### src/rtl/excp_csr_trap_regs.sv
// Machine-mode trap CSR bank, fed directly by the exception commit logic.
// Holds mstatus (MIE/MPIE only), mepc, mcause, mtval, mtvec and mscratch.
// Services CSR-instruction reads and writes. Issues a registered one-cycle
// redirect to the trap vector or to mepc.
//
// Ports:
//   clk, rst            core clock, synchronous active-high reset
//   cmt_*               trap / mret commit strobes and payload
//   csr_wr_en/idx/wdata CSR instruction write port (wdata already op-resolved)
//   csr_rdata/csr_ilgl  combinational read data / unimplemented-address flag
//   status_mie          mstatus.MIE, sent to the interrupt unit
//   redir_vld/redir_pc  registered one-cycle redirect to the IFU flush path
module excp_csr_trap_regs #(
    parameter int unsigned       XLEN      = 32,
    parameter int unsigned       PC_SIZE   = 32,
    parameter logic [XLEN-1:0]   MTVEC_RST = 32'h0000_0000
) (
    input  logic               clk,
    input  logic               rst,
    input  logic               cmt_cause_ena,
    input  logic [XLEN-1:0]    cmt_cause,
    input  logic               cmt_badaddr_ena,
    input  logic [XLEN-1:0]    cmt_badaddr,
    input  logic               cmt_epc_ena,
    input  logic [PC_SIZE-1:0] cmt_epc,
    input  logic               cmt_status_ena,
    input  logic               cmt_mret_ena,
    input  logic               csr_wr_en,
    input  logic [11:0]        csr_idx,
    input  logic [XLEN-1:0]    csr_wdata,
    output logic [XLEN-1:0]    csr_rdata,
    output logic               csr_ilgl,
    output logic               status_mie,
    output logic               redir_vld,
    output logic [PC_SIZE-1:0] redir_pc
);

    localparam logic [11:0] ADDR_MSTATUS  = 12'h300;
    localparam logic [11:0] ADDR_MTVEC    = 12'h305;
    localparam logic [11:0] ADDR_MSCRATCH = 12'h340;
    localparam logic [11:0] ADDR_MEPC     = 12'h341;
    localparam logic [11:0] ADDR_MCAUSE   = 12'h342;
    localparam logic [11:0] ADDR_MTVAL    = 12'h343;

    logic               r_mie;
    logic               r_mpie;
    logic [PC_SIZE-1:0] r_mepc;
    logic [XLEN-1:0]    r_mcause;
    logic [XLEN-1:0]    r_mtval;
    logic [XLEN-1:0]    r_mtvec;
    logic [XLEN-1:0]    r_mscratch;
    logic               r_redir_vld;
    logic [PC_SIZE-1:0] r_redir_pc;

    logic [XLEN-1:0]    w_mstatus;
    logic [XLEN-1:0]    w_rdata;
    logic               w_ilgl;

    // mstatus view: MPP hardwired to machine mode, only MIE/MPIE stored.
    always_comb begin
        w_mstatus        = '0;
        w_mstatus[12:11] = 2'b11;
        w_mstatus[7]     = r_mpie;
        w_mstatus[3]     = r_mie;
    end

    // Read mux over pre-update register values (no write bypass).
    always_comb begin
        w_rdata = '0;
        w_ilgl  = 1'b0;
        case (csr_idx)
            ADDR_MSTATUS:  w_rdata = w_mstatus;
            ADDR_MTVEC:    w_rdata = r_mtvec;
            ADDR_MSCRATCH: w_rdata = r_mscratch;
            ADDR_MEPC:     w_rdata = XLEN'(r_mepc);
            ADDR_MCAUSE:   w_rdata = r_mcause;
            ADDR_MTVAL:    w_rdata = r_mtval;
            default:       w_ilgl  = 1'b1;
        endcase
    end

    // Register update: trap > mret > CSR write > hold.
    always_ff @(posedge clk) begin
        if (rst) begin
            r_mie       <= 1'b0;
            r_mpie      <= 1'b0;
            r_mepc      <= '0;
            r_mcause    <= '0;
            r_mtval     <= '0;
            r_mtvec     <= MTVEC_RST & ~XLEN'(3);
            r_mscratch  <= '0;
            r_redir_vld <= 1'b0;
            r_redir_pc  <= '0;
        end else if (cmt_epc_ena) begin
            r_mepc <= cmt_epc & ~PC_SIZE'(1);
            if (cmt_cause_ena) begin
                r_mcause <= cmt_cause;
            end
            r_mtval <= cmt_badaddr_ena ? cmt_badaddr : '0;
            if (cmt_status_ena) begin
                r_mpie <= r_mie;
                r_mie  <= 1'b0;
            end
            r_redir_vld <= 1'b1;
            r_redir_pc  <= r_mtvec[PC_SIZE-1:0];
        end else if (cmt_mret_ena) begin
            r_mie       <= r_mpie;
            r_mpie      <= 1'b1;
            r_redir_vld <= 1'b1;
            r_redir_pc  <= r_mepc;
        end else begin
            r_redir_vld <= 1'b0;
            if (csr_wr_en && !w_ilgl) begin
                case (csr_idx)
                    ADDR_MSTATUS: begin
                        r_mie  <= csr_wdata[3];
                        r_mpie <= csr_wdata[7];
                    end
                    ADDR_MTVEC:    r_mtvec    <= csr_wdata & ~XLEN'(3);
                    ADDR_MSCRATCH: r_mscratch <= csr_wdata;
                    ADDR_MEPC:     r_mepc     <= csr_wdata[PC_SIZE-1:0] & ~PC_SIZE'(1);
                    ADDR_MCAUSE:   r_mcause   <= csr_wdata;
                    ADDR_MTVAL:    r_mtval    <= csr_wdata;
                    default:       ;
                endcase
            end
        end
    end

    assign csr_rdata  = w_rdata;
    assign csr_ilgl   = w_ilgl;
    assign status_mie = r_mie;
    assign redir_vld  = r_redir_vld;
    assign redir_pc   = r_redir_pc;

endmodule

### config.mk
export PLATFORM = sky130hd
export DESIGN_NAME = excp_csr_trap_regs
export DESIGN_NICKNAME = d
export VERILOG_FILES = /design/src/rtl/excp_csr_trap_regs.sv
export SDC_FILE = /design/constraint.sdc
export NUM_CORES = 1
export LEC_CHECK = 0
export CORE_AREA = 5 5 194 149
export CTS_BUF_LIST = sky130_fd_sc_hd__clkbuf_16
export CTS_CLUSTER_SIZE = 14
export DETAILED_ROUTE_END_ITERATION = 6
export DIE_AREA = 0 0 199 154
export PLACE_DENSITY = 0.76
export SLEW_MARGIN = 20
export SYNTH_ARGS = -nofsm -noshare
export SYNTH_HDL_FRONTEND = slang
export SYNTH_SLANG_ARGS = --single-unit
### constraint.sdc
create_clock -name clk -period 4.5 [get_ports clk]
set_input_delay 1.35 -clock clk [delete_from_list [all_inputs] [get_ports clk]]
set_output_delay 1.35 -clock clk [all_outputs]
set_load 0.005 [all_outputs]
After elaboration in Yosys (flattened, before gate mapping)
Index checks and enable logic that the tools add are counted.
Widths: inputs -> output; s select.

storage, ports and cells
  logic and storage cells = 65
  register bits = 192
  input bits = 148
  output and inout bits = 67

operators by class
  equal/unequal tests = 9
  reduce and logical (&&, ||, !) cells = 15
  bitwise gates (word level) = 2
  mux-type cells = 30

operator list
  kind                  count
  $mux 32               16
  $pmux 32 s6           1
  $eq 12x10->1 const B  6
  $mux 1                13
  $reduce_and 4->1      3
  $reduce_bool 2->1     5
  $reduce_and 3->1      3
  $reduce_bool 3->1     2
  $reduce_or 6->1       1
  $ne 2x2->1 const B    2
  $ne 2x1->1 const B    1
  $not 1->1             2
  $logic_and 1x1->1     1

Depth between registers and ports, before layout
Gate-level depths: netlist (run 1).

  depth in word-level cells = 6
  gate-level depth with buffers = 7
  mapped depth without buffers = 4

Worst setup path before layout (run 1)
No wires, ideal clock.

  path type = input to output
  start point = input csr_idx[0]
  end point = output csr_rdata[10]
  cell stages on the path = 7
  arrival = 2578 ps
  data required time = 3150 ps
  slack = 572 ps
  path buffers = 3
  path through = buf_6 -> nor4_2 -> and4_1 -> buf_2 -> buf_2 -> a22oi_1 -> o21ai_1

between the ends
  word-level cells in the longest chain between the ends = 2
  elaborated cells between the ends (all ways) = 7
  classes of those cells = eq/ne (6); mux (1)

ends and longest elaborated chain
  element             RTL line  source
  start: declaration  29        input logic [11:0] csr_idx,
  $eq 12x10->1        71        case (csr_idx)
  $pmux 32 s6 (*)     71
  end: declaration    31        output logic [XLEN-1:0] csr_rdata,

Mark *: on every way between the ends. The rest lies on a longest branch, timed or not.

Worst setup path in the final report (run 1)
  start point = input csr_idx[11]
  end point = output csr_rdata[26]

The elaborated chain is that of the path after synthesis.

==> results of run 1 <==
-- repair_timing --
item / in CTS / in global routing
setup buffers: 8 / 0
resized for setup: 127 / 24
pin swaps: 11 / 10
setup endpoints to repair: 33 / 26
gates cloned: 1 / 0
-- path summary, 6_finish.rpt --
check        depth (start not counted)        endpoint            from  slack (ns)
max reg2reg                          3    r_mcause[22]    r_mcause[22]        3.46
max                                  8   csr_rdata[26]     csr_idx[11]        0.04
min reg2reg                          2  r_mscratch[18]  r_mscratch[18]        0.48
min                                  2  r_mscratch[18]  r_mscratch[18]        0.48
-- power by group through the flow --
stage	Combinational, mW	Clock (mW)	Sequential (mW)
2_1_floorplan	0.328	0	1.83
3_3_place_gp	0.578	0	1.84
3_5_place_dp	0.592	0	1.85
4_1_cts	0.601	1.52	1.81
5_1_grt	0.653	1.59	1.82
6_report	0.607	1.50	1.81
-- routing by layer --
| layer | wire, um | track usage | part of all wire | vias to the layer above |
|---|---|---|---|---|
| met2 | 15600 | 0.333 | 0.42 | 386 |
| met5 | 61 | 0 | 0.0016 | - |
| met1 | 17600 | 0.357 | 0.47 | 4796 |
| li1 | - | - | - | 4780 |
| met3 | 3450 | 0.0593 | 0.092 | 64 |
| met4 | 731 | 0.0599 | 0.019 | 10 |
-- registers in the layout, summed over array words and instances, names as in the netlist --
register	flops
redir_vld	1
r_mpie	1
r_mcause	32
r_mepc	31
status_mie	1
redir_pc	31
r_mtvec	30
r_mtval	32
r_mscratch	32
-- worst register-to-register path: cells and delay by family (launching register included) --
| family | cells | cell delay (ns) |
|---|---|---|
| DFF | 1 | 0.38 |
| muxes | 1 | 0.09 |
| AOI/OAI and AO/OA | 2 | 0.46 |
-- placed cells by master, fill, tap and decap left out, types with 25 or more instances in the layout --
master	count
a211oi_1	33
a21o_1	62
a21oi_1	86
a22oi_1	25
buf_4	62
clkdlybuf4s50_1	170
dfxtp_1	191
inv_1	38
mux2i_1	153
nand2_1	44
nand2b_1	96
nor2_1	120
nor3_1	98
o221a_1	32
-- metrics by stage --
| stage | power [mW] | setup WS, ns | cell area [um^2] | TNS (ns) | std cells |
|---|---|---|---|---|---|
| after CTS | 3.92 | -0.0225 | 13900 | -0.0225 | 1772 |
| final | 3.92 | 0.0397 | 13800 | 0 | 1772 |
| after global placement | 2.42 | -0.484 | 13200 | -11.37 | 1735 |
| after global routing | 4.06 | -0.00631 | 13800 | -0.00757 | 1772 |
| after detailed placement | 2.44 | -0.480 | 13200 | -11.45 | 1735 |
| after floorplan | 2.15 | 0.572 | 10600 | 0 | 1223 |
-- logic make-up after synthesis --
family | count (synthesis) | share of synthesized area
buffers and inverters | 158 | 0.0673
multiplexers | 159 | 0.152
AO/OA/AOI/OAI | 314 | 0.226
other | 1 | 0.000354
AND/OR/NAND/NOR | 400 | 0.193
flip-flops | 191 | 0.361
-- area by class of cell --
type | count | area (um^2)
Timing Repair Buffer | 293 | 2750
Tap cell | 351 | 439
Multi-Input combinational cell | 874 | 6130
Sequential cell | 191 | 3820
Inverter | 34 | 128
Fill cell | 2516 | 12800
Clock inverter | 12 | 133
Clock buffer | 17 | 425
==> results.txt, run 1 <==
Warnings, synthesis - 0
Post-synth top cells - 191 x dfxtp_1, 153 x mux2i_1, 123 x nor2_1, 99 x nor3_1, 96 x nand2b_1
syn avg cell area - 8.65 um^2
clock root cell - clkbuf_16
FF+latch count, synth - 191
max cap viols - 0
n_diodes - 0
Pint - 2.92 mW
post-synth top area cell - dfxtp_1
CTS H-tree depth - 4
initial antenna violation count - 5
clock share of power - 0.383
vias in the first global route - 9474
Pre-antenna DRT Iters - 5
Cell Area, Synth - 10600 um^2
startpoint class of the critical path - input port
P&R area growth vs syn - 30.7%
row count - 52
asr flop ratio synth - 0
critical path arrival - 3.11 ns
IR drop worst, VDD - 0.217 mV
leak pwr - 5.64 nW
total grt overflow - 0
Yosys top cell area share - 0.361
pin count of the biggest net entering global routing - 140
vias per cell - 5.66
worst skew pair latency - 0.43 ns
top-count cell post-synth - dfxtp_1
Max Fclk - 224 MHz
Post-CTS Hold Fix Bufs - 0
hpwl dp - 26900 um
nets - 1559
top cells by area, synth - dfxtp_1 36%, mux2i_1 14%, nand2b_1 5.7%
Worst Hold Margin - 0.476 ns
outcome - completed
DRC viols - 0
ratio of cells with drive above 1 in the final layout - 0.131
I/O pins - 215
via count - 10000
crit path buf inv count - 4
cell family with most CP delay - buffers and inverters
GRT Util Overall - 0.236
final WL - 37500 um
post-layout min period - 4.46 ns
Sw Ratio - 0.256
Worst-path clk slew - 0.06 ns
CTS Buf Count - 17
Synth cell types - 59
post-route ant nets - 0
Wirelength per Cell - 21.2 um
Post-synth EDFFs - 0
Worst-Margin Slew - 1.06 ns
Hold Fails Final Rpt - 0
Flop pwr share - 0.462
fin util - 0.518
final worst path period share - 0.991
Die Span Y - 154 um
clock buffer depth - 2
post-synthesis sequential area ratio - 0.361
slowest CP cell - clkdlybuf4s50_1
Post-Syn Nets - 1371
Die X - 199 um
GPL Wtd Cong - 0.876
slew margin rel. - 0.291
CP peak stage delay - 0.41 ns
worst-path fanout max - 12
Die ar. - 30600 um^2
Power Dens Cells - 283 nW/um^2
core area - 26700 um^2
Synth Flop Type - dfxtp_1
Starting Density - 0.397
Final setup viols - 0
max-slew violation count - 0
drt initial violations - 955
CTS tree - yes
Crit Path Class - in -> out
IO buf count - 212
NetSw - 1.00 mW
CP Capture Type - output pin
CTS Sinks - 191
cell count after synthesis - 1223
global-route wire length before repair - 56500 um
crit path cell chain - clkdlybuf4s50_1 > and4bb_4 > and4_4 > buf_4 > buf_12 > nand2_1 > o21ai_2 > dlygate4sd2_1
Worst Skew - 0.00409 ns
power share of the combinational group - 0.155
required time worst endpoint - 3.15 ns
class of the worst hold path - reg -> reg
Power figures use the tool's default switching activity.
==> run 2: changes to the inputs <==
- CORE_AREA: 5 5 194 149 -> 5 5 170 131
- CTS_CLUSTER_SIZE: 14 -> 16
- DIE_AREA: 0 0 199 154 -> 0 0 175 136
- PLACE_DENSITY: 0.76 -> 0.93
==> run 2 against run 1 <==
The flow now finishes with violations (negative setup slack). Register-to-register slack lost 0.27 ns. Cell area is essentially flat. Critical path depth unchanged. Sequential share of layout area barely moved. Fmax is 3.3% lower. Worst hold slack better by 0.0023 ns. Critical endpoint is now csr_rdata[3]. Global-route usage up 6.1 points. Die area fell by 22%. First-iteration DRC count rose by 48%. Wire length down 1.3%.
==> results.txt, run 2 (synthesis gave the netlist of run 1 again) <==
Post-CTS Hold Fix Bufs - 0 (unchanged)
nets - 1554 (-0.32%)
IO buf count - 212 (unchanged)
Critical R2R Launch - r_mcause[0]
via count - 10600 (+5.8%)
Worst-path clk slew - 0.07 ns (about the same)
Pre-antenna DRT Iters - 6 (+1)
hpwl dp - 25600 um (-4.7%)
Power, Total - 3.96 mW (+1.0%)
CTS tree - yes
DRC viols - 0 (unchanged)
vias in the first global route - 10100 (+6.2%)
slowest CP cell - clkdlybuf4s50_1
row count - 46 (-12%)
startpoint class of the critical path - input port
vias per cell - 6.31 (+11%)
Final Worst Setup Slack - -0.112 ns (-0.152 ns)
Max Fclk - 217 MHz (-3.3%)
post-route ant nets - 0 (unchanged)
Power Dens Cells - 286 nW/um^2 (+1.1%)
critical path arrival - 3.26 ns (+0.15 ns)
max-slew violation count - 0 (unchanged)
GRT Util Overall - 0.298 (+0.0611)
pin count of the biggest net entering global routing - 131 (-6.4%)
worst-path fanout max - 6 (-6)
Worst-Margin Slew - 1.04 ns (-0.0249 ns)
GR peak layer - met2
I/O pins - 215 (unchanged)
post-layout min period - 4.61 ns (+0.152 ns)
Setup crit start - csr_idx[2]
leak pwr - 5.71 nW (+1.3%)
Final setup viols - 2 (+2)
# fillers - 1512 (-40%)
WP depth - 8 (unchanged)
Hold Fails Final Rpt - 0 (unchanged)
most common cell after layout, fill and taps aside - dfxtp_1
biggest registers after layout - r_mcause x32, r_mscratch x32, r_mtval x32
required time worst endpoint - 3.15 ns (about the same)
CTS Buf Count - 17 (unchanged)
ratio of cells with drive above 1 in the final layout - 0.123 (-0.00757)
final worst path period share - 1.02 (+0.0338)
CP endpoint - csr_rdata[3]
core area - 20600 um^2 (-23%)
R2R Path End - r_mcause[0]
Die X - 175 um (-12%)
P&R area growth vs syn - 30.6% (about the same)
GPL Wtd Cong - 0.906 (+3.5%)
footprint of the multi-input gates - 6180 um^2 (+0.73%)
drt initial violations - 1418 (+48%)
max cap viols - 0 (unchanged)
class of the worst hold path - reg -> reg
crit path cell chain - dlygate4sd2_1 > buf_4 > nor4_4 > buf_4 > nand4_1 > o22ai_2 > o21bai_4 > clkdlybuf4s50_1
Die ar. - 23800 um^2 (-22%)
IR drop worst, VDD - 0.259 mV (+19%)
RSZ-0062 raised after global routing - true
clock root cell - clkbuf_16
CP Capture Type - output pin
flop2flop setup slack - 3.19 ns (-0.27 ns)
crit path buf inv count - 4 (unchanged)
commonest non-fill, non-tap cells in the layout - 191 x dfxtp_1, 169 x clkdlybuf4s50_1, 153 x mux2i_1
Wirelength per Cell - 22.0 um (+3.9%)
worst skew pair latency - 0.43 ns (about the same)
global-route wire length before repair - 56000 um (-0.85%)
Worst R2R Path Depth - 3 (unchanged)
Die Span Y - 136 um (-12%)
CP peak stage delay - 0.51 ns (+0.10 ns)
cell family with most CP delay - buffers and inverters
clock buffer depth - 2 (unchanged)
Worst Skew - 0.00730 ns (+0.00320 ns)
GR Util met2 - 0.457 (+0.124)
met3 Track Usage GR - 0.0859 (+0.0266)
CTS Sinks - 191 (unchanged)
outcome - finished, violations left
initial antenna violation count - 3 (-2)
slew margin rel. - 0.308 (+0.0166)
CP most frequent cell - buf_4
failing checks - negative setup slack
Sequential Area - 3820 um^2 (unchanged)
Crit Path Class - in -> out
CTS H-tree depth - 4 (unchanged)
met1 usage - 0.415 (+0.0575)
Starting Density - 0.513 (+0.117)
fin util - 0.671 (+0.152)
final WL - 37000 um (-1.3%)
total grt overflow - 0 (unchanged)
run 2: worst min-delay path by stage:
stage	start	end	slack, ns	cells past startpoint
after floorplan	r_mscratch[7]	r_mscratch[7]	0.44	2
after CTS	r_mscratch[18]	r_mscratch[18]	0.48	2
after global placement	r_mscratch[29]	r_mscratch[29]	0.46	2
after detailed placement	r_mscratch[18]	r_mscratch[18]	0.47	2
after global routing	r_mscratch[3]	r_mscratch[3]	0.48	2
final	r_mscratch[18]	r_mscratch[18]	0.48	2
run 2: timing repair:
action	CTS	global route
endpoints found under the setup margin	33	30
resized for setup	68	36
setup buffers	0	1
pin swaps	7	9
gates cloned	0	1
run 2: power by group:
part / internal, mW / switching [mW]
combinational: 0.305 / 0.310
sequential: 1.76 / 0.0534
clock: 0.861 / 0.673
total: 2.92 / 1.04
run 2: area by class of cell:
| class | instances | area share |
|---|---|---|
| multi-input cells | 874 | 0.447 |
| flip-flops and latches | 191 | 0.277 |
| repair buffers | 288 | 0.201 |
| clock buffers | 17 | 0.0308 |
| well taps | 264 | 0.0239 |
| clock inverters | 15 | 0.0110 |
| inverters | 34 | 0.00923 |
| diodes | 1 | 0.000181 |
run 2: worst min-delay path: cells and delay by family (launching register included):
kind | cells | cell delay [ns]
flops | 1 | 0.31
mux | 1 | 0.06
simple gates | 1 | 0.06
run 2: layer usage:
metal	vias up	wire length [um]
li1	4785	-
met1	5074	15400
met2	673	16400
met3	82	4470
met4	6	770
met5	-	34
run 2: through the flow:
step | setup WS [ns] | TNS, ns | hold WS (ns) | instances | instance area [um^2]
2_1_floorplan | 0.572 | 0 | 0.444 | 1223 | 10600
3_3_place_gp | -0.373 | -10.64 | 0.456 | 1649 | 13100
3_5_place_dp | -0.420 | -11.96 | 0.467 | 1649 | 13100
4_1_cts | -0.206 | -1.42 | 0.476 | 1681 | 13800
5_1_grt | -0.179 | -0.355 | 0.484 | 1683 | 13800
6_report | -0.112 | -0.211 | 0.478 | 1684 | 13800
==> run 3: changes to the inputs <==
- PLACE_DENSITY: 0.93 -> default
- PLACE_DENSITY_LB_ADDON: default -> 0.3
==> run 3 against run 2 <==
The run still ends with negative setup slack left. Combinational power up 2%. Cell count increased by 0.36%. Flip-flop and latch count did not move.
==> results.txt, run 3 (synthesis gave the netlist of run 1 again) <==
outcome - finished, violations left
failing checks - negative setup slack
max-slew violation count - 0 (unchanged)
I/O pins - 215 (unchanged)
Worst-path clk slew - 0.07 ns (about the same)
drt initial violations - 1297 (-8.5%)
crit path buf inv count - 4 (unchanged)
ratio of cells with drive above 1 in the final layout - 0.133 (+0.0101)
CTS Buf Count - 17 (unchanged)
final worst path period share - 1.00 (-0.0241)
P&R area growth vs syn - 31.2%
clock buffer depth - 2 (unchanged)
slowest CP cell - clkdlybuf4s50_1
Worst Skew - 0.0113 ns (+0.00403 ns)
hpwl dp - 24700 um (-3.6%)
CTS Sinks - 191 (unchanged)
vias per cell - 6.07 (-3.7%)
Die X - 175 um (unchanged)
startpoint class of the critical path - input port
Pre-antenna DRT Iters - 7 (+1)
total grt overflow - 0 (unchanged)
core area - 20600 um^2 (unchanged)
most common cell after layout, fill and taps aside - dfxtp_1
Post-CTS Hold Fix Bufs - 0 (unchanged)
global-route wire length before repair - 53800 um (-3.9%)
crit path cell chain - clkdlybuf4s50_1 > and4bb_4 > and4_4 > buf_4 > clkbuf_16 > a221o_1 > clkdlybuf4s15_1
final WL - 36200 um (-2.3%)
fin util - 0.674 (+0.00285)
slew margin rel. - 0.320 (+0.0119)
cell family with most CP delay - buffers and inverters
nets - 1561 (+0.45%)
clock root cell - clkbuf_16
IO buf count - 212 (unchanged)
initial antenna violation count - 2 (-1)
Max Fclk - 222 MHz (+2.4%)
critical path arrival - 3.15 ns (-0.11 ns)
via count - 10300 (-3.4%)
post-route ant nets - 0 (unchanged)
Power Dens Cells - 285 nW/um^2 (-0.50%)
Worst Hold Margin - 0.476 ns (-0.00182 ns)
GPL Wtd Cong - 0.940 (+3.8%)
vias in the first global route - 9352 (-7.1%)
required time worst endpoint - 3.15 ns (about the same)
GRT Util Overall - 0.288 (-0.00999)
Die ar. - 23800 um^2 (unchanged)
pin count of the biggest net entering global routing - 115 (-12%)
pre-CTS setup slack - -0.443 ns (-0.0234 ns)
worst skew pair latency - 0.43 ns (about the same)
Starting Density - 0.513 (unchanged)
biggest registers after layout - r_mcause x32, r_mscratch x32, r_mtval x32
max cap viols - 0 (unchanged)
worst-path fanout max - 10 (+4)
Hold Fails Final Rpt - 0 (unchanged)
RSZ-0062 raised after global routing - true
Final Worst Setup Slack - -0.00418 ns (+0.108 ns)
IR drop worst, VDD - 0.213 mV (-18%)
commonest non-fill, non-tap cells in the layout - 191 x dfxtp_1, 169 x clkdlybuf4s50_1, 153 x mux2i_1
leak pwr - 5.66 nW (-0.98%)
Worst-Margin Slew - 1.02 ns (-0.0179 ns)
DRC viols - 0 (unchanged)
Wirelength per Cell - 21.4 um (-2.6%)
CTS tree - yes
class of the worst hold path - reg -> reg
CP peak stage delay - 0.46 ns (-0.05 ns)
CTS H-tree depth - 4 (unchanged)
row count - 46 (unchanged)
Final setup viols - 1 (-1)
post-layout min period - 4.50 ns (-0.108 ns)
Die Span Y - 136 um (unchanged)
CP Capture Type - output pin
Crit Path Class - in -> out
run 3: cell type report:
class | instances | area, um^2
fillers | 1692 | 6730
clock buffers | 17 | 425
inverters | 34 | 128
repair buffers | 295 | 2840
flip-flops and latches | 191 | 3820
multi-input cells | 874 | 6180
diodes | 2 | 5.00
clock inverters | 13 | 149
well taps | 264 | 330
run 3: path summary, 6_finish.rpt:
kind                  from            end  slack, ns  depth (start not counted)
max            csr_idx[11]  csr_rdata[22]     -0.004                          7
min          r_mscratch[6]  r_mscratch[6]       0.48                          2
max reg2reg   r_mcause[27]   r_mcause[27]       3.53                          3
min reg2reg  r_mscratch[6]  r_mscratch[6]       0.48                          2
run 3: metrics by stage:
| step | cells | TNS (ns) | power [mW] | area, um^2 |
|---|---|---|---|---|
| floorplan | 1223 | 0 | 2.15 | 10600 |
| global placement | 1646 | -11.33 | 2.43 | 13100 |
| detailed placement | 1646 | -12.52 | 2.45 | 13100 |
| CTS | 1680 | -0.190 | 3.94 | 13800 |
| global route | 1690 | -0.0403 | 4.09 | 13900 |
| finish | 1690 | -0.00418 | 3.96 | 13900 |
run 3: worst min-delay path, delay by kind of cell, from the launching register on:
kind          cells  cell delay, ns
flops             1            0.31
mux               1            0.06
simple gates      1            0.06
run 3: power breakdown:
part / total, mW / switching, mW / internal [mW]
clock: 1.52 / 0.658 / 0.863
sequential: 1.81 / 0.0528 / 1.76
combinational: 0.626 / 0.311 / 0.315
run 3: repair_timing:
| action | in CTS | in global routing |
|---|---|---|
| gates cloned | 1 | 2 |
| resized for setup | 83 | 53 |
| endpoints found under the setup margin | 33 | 15 |
| endpoints found under the hold margin | 0 | 0 |
| setup buffers | 3 | 6 |
| pin swaps | 7 | 7 |
run 3: layer usage:
| metal | share of wire | wire, um | global-route usage |
|---|---|---|---|
| met5 | 0 | 0 | 0 |
| met4 | 0.011 | 410 | 0.0645 |
| met1 | 0.45 | 16400 | 0.437 |
| met2 | 0.42 | 15200 | 0.407 |
| met3 | 0.12 | 4210 | 0.0745 |
